[src/rtl/multicycle_controller_if.sv]
// multicycle_controller_if: control/status bundle between the multi-cycle FSM and the shared datapath
interface multicycle_controller_if;
  logic [6:0] op;
  logic       zero;
  logic       mem_ready;
  logic       pc_write;
  logic       adr_src;
  logic       mem_write;
  logic       ir_write;
  logic [1:0] result_src;
  logic [1:0] alu_src_a;
  logic [1:0] alu_src_b;
  logic [1:0] alu_op;
  logic [1:0] imm_src;
  logic       reg_write;
  logic       illegal;
  logic [3:0] state_o;
  modport master (
    input  op, zero, mem_ready,
    output pc_write, adr_src, mem_write, ir_write, result_src, alu_src_a,
           alu_src_b, alu_op, imm_src, reg_write, illegal, state_o
  );
  modport slave (
    output op, zero, mem_ready,
    input  pc_write, adr_src, mem_write, ir_write, result_src, alu_src_a,
           alu_src_b, alu_op, imm_src, reg_write, illegal, state_o
  );
endinterface

[src/rtl/multicycle_controller.sv]
// multicycle_controller: Moore control FSM sequencing the shared RV32 datapath over several cycles
module multicycle_controller (
  input logic                    clk,
  input logic                    reset,
  multicycle_controller_if.master bus
);
  localparam logic [3:0] S_FETCH    = 4'd0;
  localparam logic [3:0] S_DECODE   = 4'd1;
  localparam logic [3:0] S_MEMADR   = 4'd2;
  localparam logic [3:0] S_MEMREAD  = 4'd3;
  localparam logic [3:0] S_MEMWB    = 4'd4;
  localparam logic [3:0] S_MEMWRITE = 4'd5;
  localparam logic [3:0] S_EXECUTER = 4'd6;
  localparam logic [3:0] S_ALUWB    = 4'd7;
  localparam logic [3:0] S_EXECUTEI = 4'd8;
  localparam logic [3:0] S_JAL      = 4'd9;
  localparam logic [3:0] S_BEQ      = 4'd10;
  localparam logic [3:0] S_TRAP     = 4'd11;
  localparam logic [6:0] OP_LW  = 7'b0000011;
  localparam logic [6:0] OP_SW  = 7'b0100011;
  localparam logic [6:0] OP_R   = 7'b0110011;
  localparam logic [6:0] OP_I   = 7'b0010011;
  localparam logic [6:0] OP_JAL = 7'b1101111;
  localparam logic [6:0] OP_BEQ = 7'b1100011;
  logic [3:0] state_q, state_d;
  logic       pc_write, ir_write, mem_write, reg_write, adr_src, illegal;
  logic [1:0] result_src, alu_src_a, alu_src_b, alu_op;
  always_ff @(posedge clk)
    state_q <= reset ? S_FETCH : state_d;
  always_comb begin
    state_d    = state_q;
    pc_write   = 1'b0;
    ir_write   = 1'b0;
    mem_write  = 1'b0;
    reg_write  = 1'b0;
    adr_src    = 1'b0;
    illegal    = 1'b0;
    result_src = 2'b00;
    alu_src_a  = 2'b00;
    alu_src_b  = 2'b00;
    alu_op     = 2'b00;
    case (state_q)
      S_FETCH: begin
        alu_src_b  = 2'b10;
        result_src = 2'b10;
        pc_write   = bus.mem_ready;
        ir_write   = bus.mem_ready;
        state_d    = bus.mem_ready ? S_DECODE : S_FETCH;
      end
      S_DECODE: begin
        alu_src_a = 2'b01;
        alu_src_b = 2'b01;
        state_d   = (bus.op == OP_LW || bus.op == OP_SW) ? S_MEMADR   :
                    bus.op == OP_R                     ? S_EXECUTER :
                    bus.op == OP_I                     ? S_EXECUTEI :
                    bus.op == OP_JAL                   ? S_JAL      :
                    bus.op == OP_BEQ                   ? S_BEQ      : S_TRAP;
      end
      S_MEMADR: begin
        alu_src_a = 2'b10;
        alu_src_b = 2'b01;
        state_d   = bus.op == OP_LW ? S_MEMREAD : S_MEMWRITE;
      end
      S_MEMREAD: begin
        adr_src = 1'b1;
        state_d = bus.mem_ready ? S_MEMWB : S_MEMREAD;
      end
      S_MEMWB: begin
        result_src = 2'b01;
        reg_write  = 1'b1;
        state_d    = S_FETCH;
      end
      S_MEMWRITE: begin
        adr_src   = 1'b1;
        mem_write = 1'b1;
        state_d   = bus.mem_ready ? S_FETCH : S_MEMWRITE;
      end
      S_EXECUTER: begin
        alu_src_a = 2'b10;
        alu_op    = 2'b10;
        state_d   = S_ALUWB;
      end
      S_EXECUTEI: begin
        alu_src_a = 2'b10;
        alu_src_b = 2'b01;
        alu_op    = 2'b10;
        state_d   = S_ALUWB;
      end
      S_ALUWB: begin
        reg_write = 1'b1;
        state_d   = S_FETCH;
      end
      S_JAL: begin
        alu_src_a = 2'b01;
        alu_src_b = 2'b10;
        pc_write  = 1'b1;
        state_d   = S_ALUWB;
      end
      S_BEQ: begin
        alu_src_a = 2'b10;
        alu_op    = 2'b01;
        pc_write  = bus.zero;
        state_d   = S_FETCH;
      end
      S_TRAP: illegal = 1'b1;
      // unreachable encodings are treated as a fault and parked in TRAP
      default: state_d = S_TRAP;
    endcase
  end
  assign bus.pc_write   = pc_write & ~reset;
  assign bus.ir_write   = ir_write & ~reset;
  assign bus.mem_write  = mem_write & ~reset;
  assign bus.reg_write  = reg_write & ~reset;
  assign bus.adr_src    = adr_src;
  assign bus.illegal    = illegal;
  assign bus.result_src = result_src;
  assign bus.alu_src_a  = alu_src_a;
  assign bus.alu_src_b  = alu_src_b;
  assign bus.alu_op     = alu_op;
  assign bus.state_o    = state_q;
  assign bus.imm_src    = bus.op == OP_SW  ? 2'b01 :
                          bus.op == OP_BEQ ? 2'b10 :
                          bus.op == OP_JAL ? 2'b11 : 2'b00;
endmodule

[src/flat_wrapper.sv]
// flat-port wrapper written by rule: the top's interface ports become plain ports
module multicycle_controller_flat 
  (clk, reset, bus_op, bus_zero, bus_mem_ready, bus_pc_write, bus_adr_src, bus_mem_write, bus_ir_write, bus_result_src, bus_alu_src_a, bus_alu_src_b, bus_alu_op, bus_imm_src, bus_reg_write, bus_illegal, bus_state_o);
  multicycle_controller_if bus_i ();
  input logic clk;
  input logic reset;
  input wire logic [$bits(bus_i.op)-1:0] bus_op;
  input wire logic [$bits(bus_i.zero)-1:0] bus_zero;
  input wire logic [$bits(bus_i.mem_ready)-1:0] bus_mem_ready;
  output wire logic [$bits(bus_i.pc_write)-1:0] bus_pc_write;
  output wire logic [$bits(bus_i.adr_src)-1:0] bus_adr_src;
  output wire logic [$bits(bus_i.mem_write)-1:0] bus_mem_write;
  output wire logic [$bits(bus_i.ir_write)-1:0] bus_ir_write;
  output wire logic [$bits(bus_i.result_src)-1:0] bus_result_src;
  output wire logic [$bits(bus_i.alu_src_a)-1:0] bus_alu_src_a;
  output wire logic [$bits(bus_i.alu_src_b)-1:0] bus_alu_src_b;
  output wire logic [$bits(bus_i.alu_op)-1:0] bus_alu_op;
  output wire logic [$bits(bus_i.imm_src)-1:0] bus_imm_src;
  output wire logic [$bits(bus_i.reg_write)-1:0] bus_reg_write;
  output wire logic [$bits(bus_i.illegal)-1:0] bus_illegal;
  output wire logic [$bits(bus_i.state_o)-1:0] bus_state_o;
  assign bus_i.op = bus_op;
  assign bus_i.zero = bus_zero;
  assign bus_i.mem_ready = bus_mem_ready;
  assign bus_pc_write = bus_i.pc_write;
  assign bus_adr_src = bus_i.adr_src;
  assign bus_mem_write = bus_i.mem_write;
  assign bus_ir_write = bus_i.ir_write;
  assign bus_result_src = bus_i.result_src;
  assign bus_alu_src_a = bus_i.alu_src_a;
  assign bus_alu_src_b = bus_i.alu_src_b;
  assign bus_alu_op = bus_i.alu_op;
  assign bus_imm_src = bus_i.imm_src;
  assign bus_reg_write = bus_i.reg_write;
  assign bus_illegal = bus_i.illegal;
  assign bus_state_o = bus_i.state_o;
  multicycle_controller u_core (.clk(clk), .reset(reset), .bus(bus_i));
endmodule
[config.mk]
export PLATFORM = sky130hd
export DESIGN_NAME = multicycle_controller_flat
export DESIGN_NICKNAME = d
export VERILOG_FILES = /design/src/rtl/multicycle_controller_if.sv /design/src/rtl/multicycle_controller.sv /design/src/flat_wrapper.sv
export SDC_FILE = /design/constraint.sdc
export NUM_CORES = 1
export LEC_CHECK = 0
export ABC_AREA = 1
export CORE_MARGIN = 2
export CORE_UTILIZATION = 37
export DETAILED_ROUTE_END_ITERATION = 6
export HOLD_SLACK_MARGIN = 0.1
export PLACE_DENSITY = 0.86
export SLEW_MARGIN = 20
export SYNTH_ARGS = -nofsm -noshare
export SYNTH_HDL_FRONTEND = slang
export SYNTH_SLANG_ARGS = --single-unit
[constraint.sdc]
create_clock -name clk -period 1.2 [get_ports clk]
set_input_delay 0.12 -clock clk [delete_from_list [all_inputs] [get_ports clk]]
set_output_delay 0.12 -clock clk [all_outputs]
set_load 0.01 [all_outputs]
=== Word-level counts from Yosys, hierarchy flattened ===
Cells that the tools add are included.

* Bits in registers: 4
* Bits in latches: 0
* Bits in writable memories: 0
* Memory bits (read-only): 0
* Bits of input ports: 11
* Output and inout port bits: 20
* Logic and storage cells: 57
* Memories: 0

* Add/subtract/negate cells: 0
* Multipliers: 0
* Div/mod/pow operators: 0
* Order comparisons: 0
* Equality and inequality tests: 17
* Shifts and indexed selects: 0
* Muxes and demuxes: 23
* Bitwise operators: 5
* Reductions and logical operators: 11

{| class="wikitable"
|+ Operators by type and width
! operator !! count
|-
| 4-bit case mux with 8 select lines || 1
|-
| 4-bit by 3-bit equality test with 1-bit output, second input constant || 4
|-
| 4-bit equality test, second input constant || 4
|-
| 4-bit 2-to-1 mux || 4
|-
| 2-bit case mux with 2 select lines || 4
|-
| 7-bit by 6-bit equality test with 1-bit output, second input constant || 2
|-
| 7-bit equality test, second input constant || 2
|-
| 2-bit OR reduction || 5
|-
| 3-bit 2-to-1 mux || 3
|-
| 3-bit OR reduction || 3
|-
| 4-bit by 2-bit equality test with 1-bit output, second input constant || 2
|-
| 7-bit by 2-bit equality test with 1-bit output, second input constant || 1
|-
| 7-bit by 5-bit equality test with 1-bit output, second input constant || 1
|-
| 1-bit 2-to-1 mux || 7
|-
| 2-bit 2-to-1 mux || 3
|-
| 1-bit bitwise AND || 4
|-
| 4-bit by 1-bit equality test with 1-bit output, second input constant || 1
|-
| 4-bit zero test || 1
|-
| 4-bit OR reduction || 1
|-
| 1-bit case mux with 3 select lines || 1
|-
| 1-bit logical OR || 1
|-
| 1-bit NOT || 1
|}

=== Depth between registers and ports, before layout ===
* Depth after elaboration: 7
* Gate-level depth with buffers: 9
* Mapped depth without buffers: 9

=== Worst setup path after synthesis ===
No wires, ideal clock.

* Path type: flip-flop to output port
* Start point: register u_core.state_q[1] (netlist: u_core.bus.state_o[1])
* End point: output port bus_pc_write
* Data arrival time: 1177 ps
* Data required time: 1080 ps
* Setup slack: -97 ps
* Cell stages (with the launch flop): 9
* Buffers on the path: 0
* Cell sequence: dfxtp_1 inv_2 nor2_4 inv_1 nor2_1 nand2_1 nand3_1 nand2_1 inv_1

* Cells in the longest elaborated chain, start to end: 3
* Elaborated cells on any way between the ends: 5
* Classes of those cells: eq/ne (2); mux (1); bitwise (1); reduce/logical (1)

{| class="wikitable"
|+ RTL lines
! item !! RTL line !! RTL
|-
| start: declaration || multicycle_controller.sv:25 || <nowiki>logic [3:0] state_q, state_d;</nowiki>
|-
| start signal: assignment || multicycle_controller.sv:29 || <nowiki>state_q <= reset ? S_FETCH : state_d;</nowiki>
|-
| 4-bit equality test / 4-bit zero test (equally long branches) || multicycle_controller.sv:42 || <nowiki>case (state_q)</nowiki>
|-
| 1-bit case mux with 3 select lines (*) || multicycle_controller.sv:42 ||
|-
| 1-bit bitwise AND (*) || multicycle_controller.sv:110 || <nowiki>assign bus.pc_write = pc_write & ~reset;</nowiki>
|-
| end: declaration || flat_wrapper.sv:10 || <nowiki>output wire logic [$bits(bus_i.pc_write)-1:0] bus_pc_write;</nowiki>
|}

Every way passes the cells marked *; elsewhere a longest branch is shown, timed or not.

=== Worst setup path in the final report ===
* Start point: register u_core.state_q[0] (netlist: u_core.bus.state_o[0])
* End point: output port bus_pc_write

Same word-level chain as after synthesis.

==> results.py <==
metrics = {
    "pwr": {
        "power_frac_seq_pct": 11.6,
        "p_int_mw": 1.69,
        "p_per_area_nw_per_um2": 2520,
        "power_switching_mw": 1.77,
        "p_leak_nw": 0.726,
        "peakVddDrop_uv": 1570,
        "comb_power_share_pct": 83.4,
        "clock_power_share_pct": 5.0,
        "netSwitchingFraction_pct": 51.2,
    },
    "critical_path": {
        "worstPathArrival_ns": 1.48,
        "critical_path_required_ns": 1.08,
        "cp_cell_sequence": "inv_1 -> nor2_4 -> nand2_2 -> nand3_1 -> nand2_1 -> inv_1 -> buf_2",
        "critical_path.endpoint_type": "output pin",
        "crit_type": "flip-flop to output pin",
        "path_depth": 7,
        "cp_top_family": "simple AND/OR/NAND/NOR gates",
        "r2r_cells": 9,
        "cpMostUsedCell": "inv_1",
        "cp_slowest_stage_delay_ns": 0.42,
        "cp_num_buf_inv": 3,
        "cp-start-kind": "flip-flop",
        "cp_slowest_cell": "dfxtp_4",
        "crit_fanout": 6,
    },
    "timing": {
        "setup_viol": 19,
        "report.final.slew_viol_count": 0,
        "finalHoldViolCount": 0,
        "max_slew_margin_pct": 78.2,
        "fin_skew_ns": 0.00343,
        "worst_pin_slew_ns": 0.324,
        "fmax_mhz": 625,
        "rsz0062_at_grt": "yes",
        "min_period_ns": 1.60,
        "setup_ws_ns": -0.400,
        "final.period_utilization_pct": 133,
        "setup_tns_ns": -3.27,
        "fin_worst_hold_slack_ns": 0.588,
    },
    "die": {
        "fp-row-count": 14,
        "die_width_um": 42.8,
        "die_h_um": 42.8,
        "coreArea_um2": 1450,
        "die-area_um2": 1830,
        "start_util_pct": 38.4,
        "io_pins": 31,
    },
    "detailed_routing": {
        "first_iter_violations": 76,
        "drt-pass1-iter-count": 5,
        "drc": 0,
        "vias": 1197,
        "vias_per_cell": 6.11,
        "totalWireLength_um": 4030,
        "routedWlPerCell_um": 20.5,
        "antenna_left": 0,
    },
    "job": {
        "cap_violations": 0,
    },
    "cells_and_area": {
        "drive_gt1_share_pct": 63.3,
        "seqCellArea_um2": 95.1,
        "fin_util_pct": 94.4,
        "nets": 193,
        "areaGrowthSynthToFinish_pct": 146,
        "multi_input_area_um2": 557,
        "antennaDiodeCount": 0,
        "largest_reg_flops": 4,
        "design_area_um2": 1370,
        "nFillCells": 50,
    },
    "clock_network": {
        "cts_sinks": 4,
        "clockBufferDepth": 2,
        "cts_tree": "done",
        "hold_buffers": 0,
        "root_buffer": "clkbuf_4",
        "cts_max_level": 1,
        "insertion_delay_ns": 0.24,
        "path_clk_slew_ns": 0.04,
        "cts_buffers": 3,
    },
    "global_route": {
        "use_met1_pct": 34.9,
        "grtUsageMet3_pct": 4.26,
        "use_met2_pct": 60.3,
        "track_usage_pct": 33.3,
        "grt_pass1_vias": 1063,
        "grt_pass1_wl_um": 4690,
        "globalRoute.totalOverflow": 0,
        "grt_max_degree": 7,
        "grt-busiest-layer": "met2",
        "antenna_found_initial": 0,
    },
    "synth": {
        "synth_edf_count": 0,
        "ys_top_cells_by_count": "21 x nand2_1, 21 x nor2_1, 17 x inv_1",
        "synth_area_leaders": "dfxtp_1 14%, nand2_1 14%, nor2_1 14%, inv_1 11%, nand3_1 9.9%",
        "yosysWarningCount": 0,
        "synth_seq_cells": 4,
        "synth_flop_cell": "dfxtp_1",
        "syn_nets": 116,
        "yosysTopAreaCell": "dfxtp_1",
        "synth_top_area_share_pct": 14.3,
        "async_reset_ff_share_pct": 0,
        "syn-cell-area_um2": 558,
        "seq_area_frac_synth_pct": 14.3,
        "avgSynthCellArea_um2": 5.31,
        "synth.distinct_cells": 20,
        "synthCells": 105,
    },
    "placement": {
        "port_buffers": 30,
        "placed_area_um2": 1140,
        "dp_hpwl_um": 1740,
        "gp_congestion": 0.930,
    },
    "hold_path": {
        "hold_depth": 5,
        "hold_path.class": "primary input to flip-flop",
    },
    "status": {
        "outcome": "finished with violations",
        "violations": "setup timing",
    },
}
[final timing paths]
path	startpoint	to	slack [ns]
hold reg to reg	u_core.bus.state_o[1]	u_core.bus.state_o[3]	0.76
setup reg to reg	u_core.bus.state_o[1]	u_core.bus.state_o[2]	-0.32
setup / recovery	u_core.bus.state_o[0]	bus_pc_write	-0.40
hold / removal	bus_op[5]	u_core.bus.state_o[3]	0.59
[cell usage in the layout (no fill, tap or decap), types with 6 or more instances in the layout]
master         netlist  final
nand2_1             21     15
dlygate4sd2_1        0     10
buf_2                0     12
nand3_1             11      8
nand2_2              5      8
nor2_1              21      9
inv_1               17     12
nor2_2               4      8
inv_2                4      6
nor2_4               2     10
buf_4                0     32
buf_6                0     14
[power groups by stage]
| stage | sequential [mW] | clock, mW | combinational [mW] |
|---|---|---|---|
| after global routing | 0.400 | 0.181 | 2.96 |
| after detailed placement | 0.291 | 0 | 2.05 |
| after CTS | 0.361 | 0.167 | 2.16 |
| after floorplan | 0.325 | 0 | 0.834 |
| after global placement | 0.288 | 0 | 1.99 |
| final | 0.401 | 0.174 | 2.88 |
[worst reg2reg max path, cell delays in order (launching register included)]
cell	delay (ns)
dfxtp_4	0.40
inv_4	0.06
nor2_4	0.12
inv_2	0.08
buf_6	0.13
nor2_4	0.11
buf_4	0.12
buf_6	0.09
o21ai_2	0.05
a31oi_1	0.25
[per-layer routing]
| metal | wire length [um] | up-vias |
|---|---|---|
| met5 | 0 | - |
| met4 | 293 | 0 |
| met3 | 460 | 38 |
| met2 | 1840 | 144 |
| met1 | 1430 | 529 |
| li1 | - | 486 |
[metrics by stage]
stage | total power [mW] | setup slack [ns] | instances
3_3_place_gp | 2.28 | -0.453 | 185
4_1_cts | 2.68 | -0.219 | 191
6_report | 3.46 | -0.400 | 196
2_1_floorplan | 1.16 | 0.00221 | 105
5_1_grt | 3.54 | -0.418 | 196
3_5_place_dp | 2.34 | -0.523 | 185
[kinds of logic after synthesis]
kind of cell	Yosys count	share of synthesized area [%]
compound gates	12	13.5
flops	4	14.4
buf+inv	21	14.1
simple gates	68	58.1
[cell type report]
type	count	area share [%]
clock buffer	3	1.64
sequential	4	6.93
timing repair buffer	72	42.8
multi-input combinational	80	40.6
inverter	21	6.65
tap	16	1.46
[timing repair]
| action | 4_1_cts | 5_1_grt |
|---|---|---|
| resized for setup | 113 | 36 |
| buffers inserted | 4 | 6 |
| pin swaps | 7 | 15 |
| setup endpoints to repair | 23 | 18 |
Power figures use the tool's default switching activity.
